===== src/rtl/mem_cmd_master.sv =====
// mem_cmd_master: single-outstanding bus initiator for the mem_cmd_*/mem_rsp_* bus.
// Accepts one CPU request, pulses one command, waits for selected read data
// and returns one response pulse.
// Optional feature: define MEM_CMD_MASTER_TIMEOUT_EN to build the read-wait
// timeout counter (TIMEOUT_CYCLES); without it WAIT_RD waits indefinitely.
module mem_cmd_master #(
    parameter int NR_PERIPHS     = 4,
    parameter int TIMEOUT_CYCLES = 15
) (
    input  logic                       clk,
    input  logic                       reset,
    input  logic                       req_valid,
    output logic                       req_ready,
    input  logic                       req_wr,
    input  logic [15:0]                req_addr,
    input  logic [31:0]                req_wdata,
    output logic                       rsp_valid,
    output logic [31:0]                rsp_rdata,
    output logic                       rsp_err,
    output logic                       mem_cmd_valid,
    output logic                       mem_cmd_wr,
    output logic [NR_PERIPHS-1:0]      mem_cmd_sel,
    output logic [11:0]                mem_cmd_addr,
    output logic [31:0]                mem_cmd_wdata,
    input  logic [32*NR_PERIPHS-1:0]   mem_rsp_rdata,
    input  logic [NR_PERIPHS-1:0]      mem_rsp_ready
);

    typedef enum logic [1:0] {
        IDLE    = 2'd0,
        CMD     = 2'd1,
        WAIT_RD = 2'd2,
        RESP    = 2'd3
    } state_t;

    state_t                state;
    state_t                state_next;
    logic                  dec_err;
    logic [NR_PERIPHS-1:0] sel_dec;
    logic                  idx_err;
    logic                  sel_ready;
    logic [31:0]           rd_mux;
    logic                  timeout_hit;

    // Decode the one-hot select and the out-of-range flag from the request address
    always_comb begin
        sel_dec = '0;
        for (int i = 0; i < NR_PERIPHS; i++) begin
            if (req_addr[15:12] == 4'(i)) begin
                sel_dec[i] = 1'b1;
            end
        end
        idx_err = ({1'b0, req_addr[15:12]} >= 5'(NR_PERIPHS));
    end

    // Only the selected responder's ready and data are seen; others are masked off
    always_comb begin
        sel_ready = |(mem_rsp_ready & mem_cmd_sel);
        rd_mux    = '0;
        for (int i = 0; i < NR_PERIPHS; i++) begin
            if (mem_cmd_sel[i]) begin
                rd_mux = rd_mux | mem_rsp_rdata[32*i +: 32];
            end
        end
    end

`ifdef MEM_CMD_MASTER_TIMEOUT_EN
    logic [7:0] wait_cnt;

    // Wait counter: cleared while in CMD (the only way into WAIT_RD), counts WAIT_RD cycles
    always_ff @(posedge clk or posedge reset) begin
        if (reset) begin
            wait_cnt <= 8'd0;
        end else if (state == CMD) begin
            wait_cnt <= 8'd0;
        end else if (state == WAIT_RD) begin
            wait_cnt <= wait_cnt + 8'd1;
        end
    end

    // Fires in the TIMEOUT_CYCLES-th WAIT_RD cycle; a ready in that same cycle still wins
    assign timeout_hit = (state == WAIT_RD) && (wait_cnt == 8'(TIMEOUT_CYCLES - 1));
`else
    assign timeout_hit = 1'b0;

    // TIMEOUT_CYCLES only matters when the timeout counter is built
    if (TIMEOUT_CYCLES < 1) begin : g_timeout_unused
    end
`endif

    // State register
    always_ff @(posedge clk or posedge reset) begin
        if (reset) begin
            state <= IDLE;
        end else begin
            state <= state_next;
        end
    end

    // Next-state logic and the state-decoded request handshake
    always_comb begin
        state_next = state;
        req_ready  = 1'b0;
        case (state)
            IDLE: begin
                req_ready = 1'b1;
                if (req_valid) begin
                    state_next = CMD;
                end
            end
            CMD: begin
                if (mem_cmd_wr || dec_err) begin
                    state_next = RESP;
                end else begin
                    state_next = WAIT_RD;
                end
            end
            WAIT_RD: begin
                if (sel_ready || timeout_hit) begin
                    state_next = RESP;
                end
            end
            RESP: begin
                state_next = IDLE;
            end
            default: begin
                state_next = IDLE;
            end
        endcase
    end

    // Registered bus and response outputs; address/select held until RESP->IDLE
    always_ff @(posedge clk or posedge reset) begin
        if (reset) begin
            mem_cmd_valid <= 1'b0;
            mem_cmd_wr    <= 1'b0;
            mem_cmd_sel   <= '0;
            mem_cmd_addr  <= 12'd0;
            mem_cmd_wdata <= 32'd0;
            dec_err       <= 1'b0;
            rsp_valid     <= 1'b0;
            rsp_rdata     <= 32'd0;
            rsp_err       <= 1'b0;
        end else begin
            mem_cmd_valid <= 1'b0;
            rsp_valid     <= 1'b0;
            case (state)
                IDLE: begin
                    if (req_valid) begin
                        mem_cmd_valid <= 1'b1;
                        mem_cmd_wr    <= req_wr;
                        mem_cmd_sel   <= sel_dec;
                        mem_cmd_addr  <= req_addr[11:0];
                        mem_cmd_wdata <= req_wdata;
                        dec_err       <= idx_err;
                    end
                end
                CMD: begin
                    if (mem_cmd_wr || dec_err) begin
                        rsp_valid <= 1'b1;
                        rsp_rdata <= 32'd0;
                        rsp_err   <= dec_err;
                    end
                end
                WAIT_RD: begin
                    if (sel_ready) begin
                        rsp_valid <= 1'b1;
                        rsp_rdata <= rd_mux;
                        rsp_err   <= 1'b0;
                    end else if (timeout_hit) begin
                        rsp_valid <= 1'b1;
                        rsp_rdata <= 32'd0;
                        rsp_err   <= 1'b1;
                    end
                end
                RESP: begin
                    mem_cmd_wr    <= 1'b0;
                    mem_cmd_sel   <= '0;
                    mem_cmd_addr  <= 12'd0;
                    mem_cmd_wdata <= 32'd0;
                    dec_err       <= 1'b0;
                    rsp_rdata     <= 32'd0;
                    rsp_err       <= 1'b0;
                end
                default: begin
                    mem_cmd_valid <= 1'b0;
                end
            endcase
        end
    end

endmodule

===== config.mk =====
export PLATFORM = sky130hd
export DESIGN_NAME = mem_cmd_master
export DESIGN_NICKNAME = d
export VERILOG_FILES = /design/src/rtl/mem_cmd_master.sv
export SDC_FILE = /design/constraint.sdc
export NUM_CORES = 1
export LEC_CHECK = 0
export ABC_CLOCK_PERIOD_IN_PS = 7500
export CAP_MARGIN = 20
export CELL_PAD_IN_SITES_DETAIL_PLACEMENT = 0
export CELL_PAD_IN_SITES_GLOBAL_PLACEMENT = 2
export CORE_MARGIN = 8
export CORE_UTILIZATION = 23
export CTS_CLUSTER_SIZE = 14
export DETAILED_ROUTE_END_ITERATION = 16
export PLACE_DENSITY_LB_ADDON = 0.1
export RECOVER_POWER = 100
export SYNTH_ARGS = -nofsm -noshare
export SYNTH_HDL_FRONTEND = slang
export SYNTH_SLANG_ARGS = --single-unit

===== constraint.sdc =====
create_clock -name clk -period 7.5 [get_ports clk]
set_clock_uncertainty 0.05 [all_clocks]
set_input_delay 1.5 -clock clk [delete_from_list [all_inputs] [get_ports clk]]
set_output_delay 1.5 -clock clk [all_outputs]
set_load 0.005 [all_outputs]

==> impl_table.tex, run 1 <==
\begin{tabular}{lr}
\hline
Metric & Value \\
\hline
\multicolumn{2}{l}{\textbf{Detailed routing}} \\
\quad Final routed wirelength across all metal layers & 17.56 mm \\
\quad Via Count & 3928 \\
\quad Average via count per standard cell & 4.744 \\
\quad TritonRoute pass-1 iters & 4 \\
\quad Post-route antenna net violation count & 0 \\
\quad Detailed-route DRC error count & 0 \\
\quad Post-detailed-route wirelength per cell & 21.21 microns \\
\quad First DRT Iteration DRCs & 103 \\
\multicolumn{2}{l}{\textbf{Place}} \\
\quad DP Worst Slack & 3914 ps \\
\quad Number of input and output port buffers inserted & 268 \\
\quad Gpl congestion & 0.7282 \\
\quad Detailed Place HPWL & 12.76 mm \\
\multicolumn{2}{l}{\textbf{Yosys}} \\
\quad Avg Cell Area, Syn & 12.72 sq um \\
\quad Portion of netlist area occupied by mux cells & 0.7213\% \\
\quad Post-synthesis sequential element count & 87 \\
\quad Number of synthesized flops with an enable pin & 0 \\
\quad Xor and xnor area share after synthesis & 0\% \\
\quad Synthesized cell area & 0.004337 sq mm \\
\quad Top FF cell, synth & sky130\_fd\_sc\_hd\_\_dfrtp\_1 \\
\quad Post-synth ARST share & 100.0\% \\
\quad Largest family of logic cells by synthesized area & compound AO/OA/AOI/OAI gates \\
\quad Cells after synthesis & 341 \\
\quad Synthesized-area fraction occupied by ao, oa, aoi and oai cells & 37.25\% \\
\quad Synthesized-area fraction occupied by and/or/nand/nor cells & 2.164\% \\
\quad Count of distinct cell types in the synthesized netlist & 36 \\
\quad Number of nets in the synthesized netlist & 529 \\
\quad Adder and majority gate portion of the synthesized area & 1.154\% \\
\quad Synth warn & 0 \\
\quad Sequential area share after synthesis & 50.20\% \\
\multicolumn{2}{l}{\textbf{Finish}} \\
\quad N\_diodes & 0 \\
\quad Fraction of final layout cells with drive strength greater than 1 & 6.229\% \\
\quad Number of nets in the layout & 777 \\
\quad Area growth syn-to-layout & 68.21\% \\
\multicolumn{2}{l}{\textbf{Global route}} \\
\quad Overflow left after global routing & 0 \\
\quad Maximum number of pins on one net before global-route repair & 54 \\
\quad Total GRT Usage & 14.48\% \\
\quad Antenna violations before repair & 0 \\
\quad Vias in the first global route & 4261 \\
\quad Global-route wire length before repair & 26.40 mm \\
\multicolumn{2}{l}{\textbf{Timing}} \\
\quad Number of endpoints failing setup at the final stage & 0 \\
\quad Timing-limited maximum frequency & 242.3 MHz \\
\quad Fin crit period & 4126 ps \\
\quad Number of max-slew violations in the final report & 121 \\
\quad Actual transition at the worst max-transition pin & 2388 ps \\
\quad Headroom to the max-slew limit & -59.21\% \\
\quad Final setup TNS & 0 ps \\
\quad Unrepaired setup endpoints after global routing & false \\
\quad Setup ws final & 3374 ps \\
\quad Min Hold Slack & 444.2 ps \\
\quad Crit share post-route & 55.02\% \\
\quad Number of failing hold endpoints at the final stage & 0 \\
\multicolumn{2}{l}{\textbf{Worst setup path}} \\
\quad Buffer and inverter count on the worst path & 2 \\
\quad Cell with the largest stage delay on the worst path & sky130\_fd\_sc\_hd\_\_clkbuf\_1 \\
\quad Cell class contributing the biggest share of worst-path delay & buffers and inverters \\
\quad Kind of launch point of the worst setup path & primary input \\
\quad Cells along the critical path & dlygate4sd3\_1, mux2i\_4, clkbuf\_1, a22o\_1 \\
\quad Critical path class & primary input to flop \\
\quad Maximum net fanout on the critical path & 50 \\
\quad Register-to-Register Path Depth & 5 \\
\quad Path length in cells of the critical path & 4 \\
\quad Crit path required time & 7720 ps \\
\quad Worst path max stage delay & 1720 ps \\
\quad Category of the worst setup path capture point & flop \\
\quad Worst path arrival time & 4350 ps \\
\multicolumn{2}{l}{\textbf{CTS}} \\
\quad Clock root buffer & sky130\_fd\_sc\_hd\_\_clkbuf\_16 \\
\quad Count of cells resized by post-cts repair & 0 \\
\quad Insertion delay to the later sink of the worst-skew pair & 340 ps \\
\quad Clock tree from TritonCTS & done \\
\quad Number of levels in the clock H-tree & 3 \\
\quad Sink count of the clock tree & 87 \\
\quad Clock-pin slew reported for the worst setup and hold paths after clock tree synthesis & 70 ps \\
\quad Cts-stage hold buffer count & 0 \\
\quad Clock buffers created by TritonCTS & 9 \\
\quad Total setup buffers inserted after CTS & 0 \\
\quad Maximum buffer depth of the clock tree & 2 \\
\multicolumn{2}{l}{\textbf{Worst hold path}} \\
\quad Hold Path Cell Cnt & 1 \\
\quad Worst min-delay path class & flop to flop \\
\multicolumn{2}{l}{\textbf{Floorplan}} \\
\quad Die W & 153.3 microns \\
\quad \# rows & 50 \\
\quad Std-Cell Core Area & 0.01858 sq mm \\
\quad Die extent in y & 153.3 microns \\
\quad Initial core utilization & 23.34\% \\
\quad I/O pin count & 269 \\
\quad Die area & 0.02351 sq mm \\
\multicolumn{2}{l}{\textbf{Status}} \\
\quad Status & complete, but fails checks \\
\quad Violations in the final reports & capacitance limit, slew limit \\
\multicolumn{2}{l}{\textbf{Power}} \\
\quad Leakage & 3.119 nW \\
\quad Power density over cell area & 264.9 mW/mm\^{}2 \\
\quad Max IR drop VDD & 156.7 uV \\
\multicolumn{2}{l}{\textbf{Job}} \\
\quad Number of max-cap violations & 3 \\
\hline
\end{tabular}
[state kept, by name, summed over array words and instances (netlist names)]
register       count
mem_cmd_wr         1
rsp_valid          1
mem_cmd_wdata     32
mem_cmd_valid      1
rsp_rdata         32
mem_cmd_sel        4
rsp_err            1
mem_cmd_addr      12
state              2
dec_err            1
[Yosys cell counts, types with 2 or more instances]
master	n	share of area (%)
sky130_fd_sc_hd__a221oi_1	32	6.5
sky130_fd_sc_hd__a22o_1	77	16
sky130_fd_sc_hd__a22oi_4	2	0.98
sky130_fd_sc_hd__a32o_1	2	0.46
sky130_fd_sc_hd__buf_1	2	0.17
sky130_fd_sc_hd__buf_2	12	1.4
sky130_fd_sc_hd__buf_4	2	0.35
sky130_fd_sc_hd__buf_6	8	2.1
sky130_fd_sc_hd__clkbuf_1	13	1.1
sky130_fd_sc_hd__dfrtp_1	87	50
sky130_fd_sc_hd__ha_1	4	1.2
sky130_fd_sc_hd__inv_1	38	3.3
sky130_fd_sc_hd__mux2i_1	2	0.46
sky130_fd_sc_hd__nand2_1	3	0.26
sky130_fd_sc_hd__nand3_1	3	0.35
sky130_fd_sc_hd__o21ai_0	4	0.46
sky130_fd_sc_hd__o32ai_1	2	0.40
sky130_fd_sc_hd__o32ai_2	30	11
[area by class of cell]
| class | instances | area, sq um |
|---|---|---|
| flip-flops and latches | 87 | 2177 |
| clock inverters | 7 | 95.09 |
| well taps | 234 | 292.8 |
| multi-input cells | 178 | 1633 |
| fillers | 1817 | 11290 |
| clock buffers | 9 | 225.2 |
| inverters | 38 | 143.9 |
| repair buffers | 275 | 2728 |
[worst register-to-register path, delay by kind of cell, from the launching register on]
kind | cells | cell delay [ps]
compound gates | 1 | 340
fa+ha+maj | 1 | 490
buf+inv | 2 | 1830
flops | 1 | 420
mux | 1 | 300
[stage by stage]
stage	instances	util (%)	instance area, sq um	power [mW]
floorplan	341	-	4337	1.165
global placement	812	38.51	7154	1.560
detailed placement	812	38.51	7154	1.571
CTS	828	40.23	7475	2.079
global route	828	39.26	7295	2.068
finish	828	39.26	7295	1.933
[worst paths after layout]
kind / startpoint / to / slack (ps)
worst max-delay path: req_valid / mem_cmd_wdata[23] / 3370
worst min-delay path: mem_cmd_wdata[29] / mem_cmd_wdata[29] / 440
worst max register to register: state[0] / mem_cmd_wdata[23] / 4000
worst min register to register: mem_cmd_wdata[29] / mem_cmd_wdata[29] / 440
max in group asynchronous: reset / mem_cmd_wdata[0] / 4060
min in group asynchronous: reset / rsp_rdata[0] / 1960
[power breakdown]
part	internal, mW	switching [mW]	total [mW]
clock	0.293	0.193	0.486
sequential	0.574	0.0607	0.635
combinational	0.403	0.409	0.811
total	1.27	0.663	1.93
[cells in the final DEF (no fill, tap or decap), types with 2 or more instances in the layout]
cell type	n
sky130_fd_sc_hd__inv_1	37
sky130_fd_sc_hd__a221oi_1	32
sky130_fd_sc_hd__inv_6	2
sky130_fd_sc_hd__o32ai_1	23
sky130_fd_sc_hd__buf_4	5
sky130_fd_sc_hd__a32o_1	2
sky130_fd_sc_hd__clkdlybuf4s50_1	180
sky130_fd_sc_hd__o32ai_2	9
sky130_fd_sc_hd__a22o_1	77
sky130_fd_sc_hd__clkinv_2	2
sky130_fd_sc_hd__dlygate4sd3_1	88
sky130_fd_sc_hd__clkbuf_16	9
sky130_fd_sc_hd__clkbuf_1	2
sky130_fd_sc_hd__dfrtp_1	87
sky130_fd_sc_hd__nand2_1	3
sky130_fd_sc_hd__ha_1	4
sky130_fd_sc_hd__nand3_1	3
sky130_fd_sc_hd__o21ai_0	5
sky130_fd_sc_hd__bufinv_16	2
[layer usage]
metal / global-route usage, % / vias up / part of all wire [%]
li1: - / 1850 / -
met1: 17.67 / 1899 / 43
met2: 23.14 / 166 / 47
met3: 5.328 / 13 / 8.9
met4: 4.948 / 0 / 1.3
met5: 0 / - / 0
[kinds of logic after synthesis]
group,count (synthesis)
compound gates,156
fa+ha+maj,4
buf+inv,76
flops,87
mux,3
simple gates,15
No activity file was read; power rests on OpenSTA's default activity.
==> run 2: changes to the inputs <==
Settings changed: ABC_CLOCK_PERIOD_IN_PS 7500 to 4200, CORE_UTILIZATION 23 to 22.
Clock period 7.5 ns to 4.2 ns, I/O delays scaled along.
==> impl_table.tex, run 2 (synthesis results as in run 1) <==
\begin{tabular}{lr}
\hline
Metric & Value \\
\hline
\multicolumn{2}{l}{\textbf{Detailed routing}} \\
\quad Post-route antenna net violation count & 0 \\
\quad Post-detailed-route wirelength per cell & 20.69 microns \\
\quad First DRT Iteration DRCs & 197 \\
\quad Detailed-routed wire length on met3 & 1.755 mm \\
\quad Detailed-route DRC error count & 0 \\
\quad Top routing layer used & met4 \\
\quad Average via count per standard cell & 4.649 \\
\quad Final routed wirelength across all metal layers & 17.82 mm \\
\quad TritonRoute pass-1 iters & 4 \\
\quad Met1 Routed Length & 7.622 mm \\
\quad Metal2 WL & 8.240 mm \\
\quad Via Count & 4003 \\
\multicolumn{2}{l}{\textbf{Status}} \\
\quad Status & complete, but fails checks \\
\quad Violations in the final reports & capacitance limit, slew limit \\
\multicolumn{2}{l}{\textbf{Global route}} \\
\quad Vias in the first global route & 4363 \\
\quad Antenna violations before repair & 0 \\
\quad Global-route wire length before repair & 26.69 mm \\
\quad Maximum number of pins on one net before global-route repair & 48 \\
\quad Total GRT Usage & 14.16\% \\
\quad Overflow left after global routing & 0 \\
\multicolumn{2}{l}{\textbf{Finish}} \\
\quad Area taken by flip-flops and latches & 0.002177 sq mm \\
\quad End-of-flow core utilization & 37.28\% \\
\quad Highest-count cells in the layout ignoring fill and taps & sky130\_fd\_sc\_hd\_\_clkdlybuf4s50\_1 (183), sky130\_fd\_sc\_hd\_\_dfrtp\_1 (87), sky130\_fd\_sc\_hd\_\_dlygate4sd3\_1 (85) \\
\quad Fraction of final layout cells with drive strength greater than 1 & 5.034\% \\
\quad Area used by multi-input combinational logic & 0.001559 sq mm \\
\quad Area growth syn-to-layout & 66.76\% \\
\quad Number of nets in the layout & 779 \\
\quad Post-Layout Inst Area & 0.007232 sq mm \\
\quad Leading cell type in the layout, fill and taps excluded & sky130\_fd\_sc\_hd\_\_clkdlybuf4s50\_1 \\
\quad Biggest regs & mem\_cmd\_wdata x32, rsp\_rdata x32, mem\_cmd\_addr x12 \\
\quad Number of filler instances in the final layout & 1964 \\
\quad N\_diodes & 0 \\
\multicolumn{2}{l}{\textbf{CTS}} \\
\quad Clock tree from TritonCTS & done \\
\quad Insertion delay to the later sink of the worst-skew pair & 340 ps \\
\quad Clock-pin slew reported for the worst setup and hold paths after clock tree synthesis & 70 ps \\
\quad Clock buffers created by TritonCTS & 9 \\
\quad Maximum buffer depth of the clock tree & 2 \\
\quad Total setup buffers inserted after CTS & 0 \\
\quad Count of cells resized by post-cts repair & 0 \\
\quad Cts-stage hold buffer count & 0 \\
\quad Number of levels in the clock H-tree & 3 \\
\quad Clock root buffer & sky130\_fd\_sc\_hd\_\_clkbuf\_16 \\
\quad Sink count of the clock tree & 87 \\
\multicolumn{2}{l}{\textbf{Floorplan}} \\
\quad Die area & 0.02446 sq mm \\
\quad \# rows & 51 \\
\quad Die W & 156.4 microns \\
\quad Die extent in y & 156.4 microns \\
\quad Std-Cell Core Area & 0.01940 sq mm \\
\quad Initial core utilization & 22.36\% \\
\quad I/O pin count & 269 \\
\multicolumn{2}{l}{\textbf{Place}} \\
\quad Number of input and output port buffers inserted & 268 \\
\quad Detailed Place HPWL & 13.43 mm \\
\quad Gpl congestion & 0.8358 \\
\quad DP Area & 0.007208 sq mm \\
\multicolumn{2}{l}{\textbf{Timing}} \\
\quad Crit share post-route & 77.07\% \\
\quad Number of failing hold endpoints at the final stage & 0 \\
\quad Headroom to the max-slew limit & -25.93\% \\
\quad Number of max-slew violations in the final report & 107 \\
\quad Fin crit period & 3237 ps \\
\quad Actual transition at the worst max-transition pin & 1889 ps \\
\quad Final setup TNS & 0 ps \\
\quad Number of endpoints failing setup at the final stage & 0 \\
\quad Timing-limited maximum frequency & 309.0 MHz \\
\quad Unrepaired setup endpoints after global routing & false \\
\multicolumn{2}{l}{\textbf{Worst setup path}} \\
\quad Crit path required time & 4380 ps \\
\quad Category of the worst setup path capture point & flop \\
\quad Cell class contributing the biggest share of worst-path delay & compound AO/OA/AOI/OAI gates \\
\quad Register-to-Register Path Depth & 4 \\
\quad Worst Setup EP & rsp\_rdata[4] \\
\quad Path length in cells of the critical path & 4 \\
\quad Worst path max stage delay & 860 ps \\
\quad Buffer and inverter count on the worst path & 1 \\
\quad Register-to-Register Setup Slack & 960 ps \\
\quad Cell with the largest stage delay on the worst path & sky130\_fd\_sc\_hd\_\_clkbuf\_1 \\
\quad Worst path arrival time & 3420 ps \\
\quad Beginning of the worst register-to-register path & mem\_cmd\_sel[3] \\
\quad Launch point of the critical path & mem\_cmd\_sel[3] \\
\quad Kind of launch point of the worst setup path & flop \\
\quad Maximum net fanout on the critical path & 33 \\
\quad Reg2Reg Capture Point & rsp\_rdata[4] \\
\quad Cells along the critical path & clkbuf\_1, a22oi\_1, a21bo\_2, o32ai\_1 \\
\quad Critical path class & flop to flop \\
\multicolumn{2}{l}{\textbf{Power}} \\
\quad Max IR drop VDD & 229.4 uV \\
\quad Leakage & 3.087 nW \\
\quad Power density over cell area & 458.6 mW/mm\^{}2 \\
\quad Overall power of the completed layout & 3.317 mW \\
\multicolumn{2}{l}{\textbf{Worst hold path}} \\
\quad Worst min-delay path class & flop to flop \\
\multicolumn{2}{l}{\textbf{Job}} \\
\quad Number of max-cap violations & 3 \\
\hline
\end{tabular}
## run 2: cell count changes in the layout (fill, tap and decap cells not counted), moves of 2 or more
cell                              delta
sky130_fd_sc_hd__buf_4               +2
sky130_fd_sc_hd__bufinv_16           -2
sky130_fd_sc_hd__clkdlybuf4s50_1     +3
sky130_fd_sc_hd__dlygate4sd3_1       -3
sky130_fd_sc_hd__inv_6               -2
sky130_fd_sc_hd__o32ai_1             +8
sky130_fd_sc_hd__o32ai_2             -8
## run 2: worst register-to-register path, stage by stage, from the launching register on
cell                       delay [ps]
sky130_fd_sc_hd__dfrtp_1          770
sky130_fd_sc_hd__clkbuf_1         860
sky130_fd_sc_hd__a22oi_1          500
sky130_fd_sc_hd__a21bo_2          570
sky130_fd_sc_hd__o32ai_1          380
## run 2: worst min path at each step
stage / startpoint / to / cells after the start
global placement: mem_cmd_sel[0] / mem_cmd_sel[0] / 2
floorplan: mem_cmd_addr[10] / mem_cmd_addr[10] / 1
global route: mem_cmd_wdata[13] / mem_cmd_wdata[13] / 1
CTS: mem_cmd_sel[0] / mem_cmd_sel[0] / 2
finish: mem_cmd_sel[0] / mem_cmd_sel[0] / 2
detailed placement: mem_cmd_sel[0] / mem_cmd_sel[0] / 2
## run 2: area by class of cell
type,count,area share (%)
tap,265,4.585
timing repair buffer,277,37.94
inverter,38,1.990
sequential,87,30.10
multi-input combinational,178,21.56
clock buffer,11,3.356
clock inverter,5,0.4671
## run 2: metrics by stage
stage / setup WS [ps] / instances / hold slack (ps)
CTS: 1239 / 861 / 443.3
floorplan: 1060 / 341 / 439.4
global placement: 1289 / 845 / 416.3
finish: 963.3 / 861 / 436.0
global route: 730.0 / 861 / 463.2
detailed placement: 1250 / 845 / 427.7
## run 2: report_power, final
group	switching (mW)	total, mW	internal [mW]
Sequential	0.124	1.15	1.02
Combinational	0.695	1.41	0.717
Clock	0.340	0.757	0.416
## run 2: metal layers
metal | vias up | GRT usage (%)
met3 | 11 | 5.461
li1 | 1858 | -
met2 | 168 | 22.45
met1 | 1966 | 17.45
met5 | - | 0
met4 | 0 | 4.256
==> run 3: changes to the inputs <==
Settings changed: ABC_CLOCK_PERIOD_IN_PS 4200 to 2740, CORE_UTILIZATION 22 to 20.
Clock period 4.2 ns to 2.74 ns, I/O delays scaled along.
==> impl_table.tex, run 3 (synthesis results as in run 1) <==
\begin{tabular}{lr}
\hline
Metric & Value \\
\hline
\multicolumn{2}{l}{\textbf{Job}} \\
\quad Number of max-cap violations & 0 \\
\multicolumn{2}{l}{\textbf{Worst setup path}} \\
\quad Cell class contributing the biggest share of worst-path delay & buffers and inverters \\
\quad Worst path max stage delay & 650 ps \\
\quad Maximum net fanout on the critical path & 6 \\
\quad Critical path class & flop to output port \\
\quad Buffer and inverter count on the worst path & 2 \\
\quad Cells along the critical path & inv\_1, ha\_1, dlygate4sd3\_1 \\
\quad Worst path arrival time & 1880 ps \\
\quad Cell with the largest stage delay on the worst path & sky130\_fd\_sc\_hd\_\_dlygate4sd3\_1 \\
\quad Category of the worst setup path capture point & output port \\
\quad Crit path required time & 2140 ps \\
\quad Kind of launch point of the worst setup path & flop \\
\multicolumn{2}{l}{\textbf{Power}} \\
\quad Overall power of the completed layout & 5.270 mW \\
\quad Power density over cell area & 713.7 mW/mm\^{}2 \\
\quad Leakage & 3.157 nW \\
\quad Max IR drop VDD & 322.6 uV \\
\multicolumn{2}{l}{\textbf{Place}} \\
\quad Detailed Place HPWL & 14.19 mm \\
\quad Number of input and output port buffers inserted & 268 \\
\quad Gpl congestion & 0.7059 \\
\multicolumn{2}{l}{\textbf{Floorplan}} \\
\quad Die extent in y & 163.3 microns \\
\quad \# rows & 54 \\
\quad Die W & 163.3 microns \\
\quad Initial core utilization & 20.12\% \\
\quad Die area & 0.02665 sq mm \\
\quad Std-Cell Core Area & 0.02155 sq mm \\
\quad I/O pin count & 269 \\
\multicolumn{2}{l}{\textbf{Timing}} \\
\quad Crit share post-route & 90.56\% \\
\quad Actual transition at the worst max-transition pin & 1235 ps \\
\quad Number of failing hold endpoints at the final stage & 0 \\
\quad Fin crit period & 2481 ps \\
\quad Final setup TNS & 0 ps \\
\quad Timing-limited maximum frequency & 403.0 MHz \\
\quad Unrepaired setup endpoints after global routing & false \\
\quad Number of endpoints failing setup at the final stage & 0 \\
\quad Headroom to the max-slew limit & 17.64\% \\
\quad Number of max-slew violations in the final report & 0 \\
\multicolumn{2}{l}{\textbf{CTS}} \\
\quad Sink count of the clock tree & 87 \\
\quad Cts-stage hold buffer count & 0 \\
\quad Clock-pin slew reported for the worst setup and hold paths after clock tree synthesis & 60 ps \\
\quad Total setup buffers inserted after CTS & 0 \\
\quad Clock root buffer & sky130\_fd\_sc\_hd\_\_clkbuf\_16 \\
\quad Clock buffers created by TritonCTS & 9 \\
\quad Number of levels in the clock H-tree & 3 \\
\quad Count of cells resized by post-cts repair & 0 \\
\quad Maximum buffer depth of the clock tree & 2 \\
\quad Clock tree from TritonCTS & done \\
\quad Insertion delay to the later sink of the worst-skew pair & 340 ps \\
\multicolumn{2}{l}{\textbf{Global route}} \\
\quad Maximum number of pins on one net before global-route repair & 88 \\
\quad Total GRT Usage & 13.56\% \\
\quad Global-route wire length before repair & 27.98 mm \\
\quad Antenna violations before repair & 2 \\
\quad Overflow left after global routing & 0 \\
\quad Vias in the first global route & 4516 \\
\multicolumn{2}{l}{\textbf{Finish}} \\
\quad Area taken by flip-flops and latches & 0.002177 sq mm \\
\quad Number of nets in the layout & 789 \\
\quad Number of filler instances in the final layout & 2165 \\
\quad Area used by multi-input combinational logic & 0.001580 sq mm \\
\quad Fraction of final layout cells with drive strength greater than 1 & 6.931\% \\
\quad Highest-count cells in the layout ignoring fill and taps & sky130\_fd\_sc\_hd\_\_clkdlybuf4s50\_1 (182), sky130\_fd\_sc\_hd\_\_dfrtp\_1 (87), sky130\_fd\_sc\_hd\_\_dlygate4sd3\_1 (86) \\
\quad Area growth syn-to-layout & 70.28\% \\
\quad Leading cell type in the layout, fill and taps excluded & sky130\_fd\_sc\_hd\_\_clkdlybuf4s50\_1 \\
\quad Biggest regs & mem\_cmd\_wdata x32, rsp\_rdata x32, mem\_cmd\_addr x12 \\
\multicolumn{2}{l}{\textbf{Worst hold path}} \\
\quad Worst min-delay path class & flop to flop \\
\multicolumn{2}{l}{\textbf{Status}} \\
\quad Status & complete, no violations \\
\multicolumn{2}{l}{\textbf{Detailed routing}} \\
\quad Via Count & 4023 \\
\quad Final routed wirelength across all metal layers & 18.58 mm \\
\quad Post-detailed-route wirelength per cell & 20.95 microns \\
\quad Average via count per standard cell & 4.536 \\
\quad Post-route antenna net violation count & 0 \\
\quad TritonRoute pass-1 iters & 6 \\
\quad First DRT Iteration DRCs & 179 \\
\quad Detailed-route DRC error count & 0 \\
\hline
\end{tabular}
## run 3: layer usage
layer	wire length, microns	global-route usage, %	part of all wire (%)	vias to the layer above
met3	2017	6.930	11	11
li1	-	-	-	1874
met1	7743	16.12	42	1962
met2	8670	21.73	47	172
met4	128	2.377	0.69	4
met5	22	0	0.12	-
## run 3: area by class of cell
cell class	instances	share of cell area, %
clock inverter	4	0.7455
timing repair buffer	287	38.28
tap	280	4.744
antenna	1	0.03389
sequential	87	29.48
multi-input combinational	178	21.40
inverter	38	1.982
clock buffer	12	3.338
## run 3: per-stage QoR
step           std cells  utilization (%)  setup WS [ps]  cell area, sq um  hold WS, ps
2_1_floorplan        341                -           1004              4340        439.4
4_1_cts              886            35.40          277.5              7630        455.1
5_1_grt              886            34.25          150.8              7382        460.9
6_report             887            34.26          258.6              7385        444.5
3_5_place_dp         870            34.00          505.6              7328        433.7
3_3_place_gp         870            34.00          539.2              7328        432.2
## run 3: worst register-to-register path, cell delays in order (launching register included)
cell	delay, ps
sky130_fd_sc_hd__dfrtp_1	430
sky130_fd_sc_hd__inv_1	120
sky130_fd_sc_hd__ha_1	340
sky130_fd_sc_hd__clkbuf_1	330
sky130_fd_sc_hd__mux2i_4	410
sky130_fd_sc_hd__clkbuf_2	390
sky130_fd_sc_hd__a22o_1	200
## run 3: final timing paths
path / startpoint / endpoint / slack (ps) / cells after the start
worst min-delay path: mem_cmd_wdata[5] / mem_cmd_wdata[5] / 440 / 1
worst max-delay path: state[0] / req_ready / 260 / 3
worst max register to register: state[0] / mem_cmd_addr[0] / 420 / 6
max in group asynchronous: reset / mem_cmd_wdata[5] / 780 / 3
worst min register to register: mem_cmd_wdata[5] / mem_cmd_wdata[5] / 440 / 1
min in group asynchronous: reset / rsp_rdata[6] / 1100 / 3
## run 3: power by group
group          internal (mW)  total [mW]  switching [mW]  leakage, nW
logic                   1.14        2.23            1.09         1.83
registers               1.57        1.76           0.192         1.18
clock network          0.737        1.27           0.536        0.143
total                   3.45        5.27            1.82         3.16
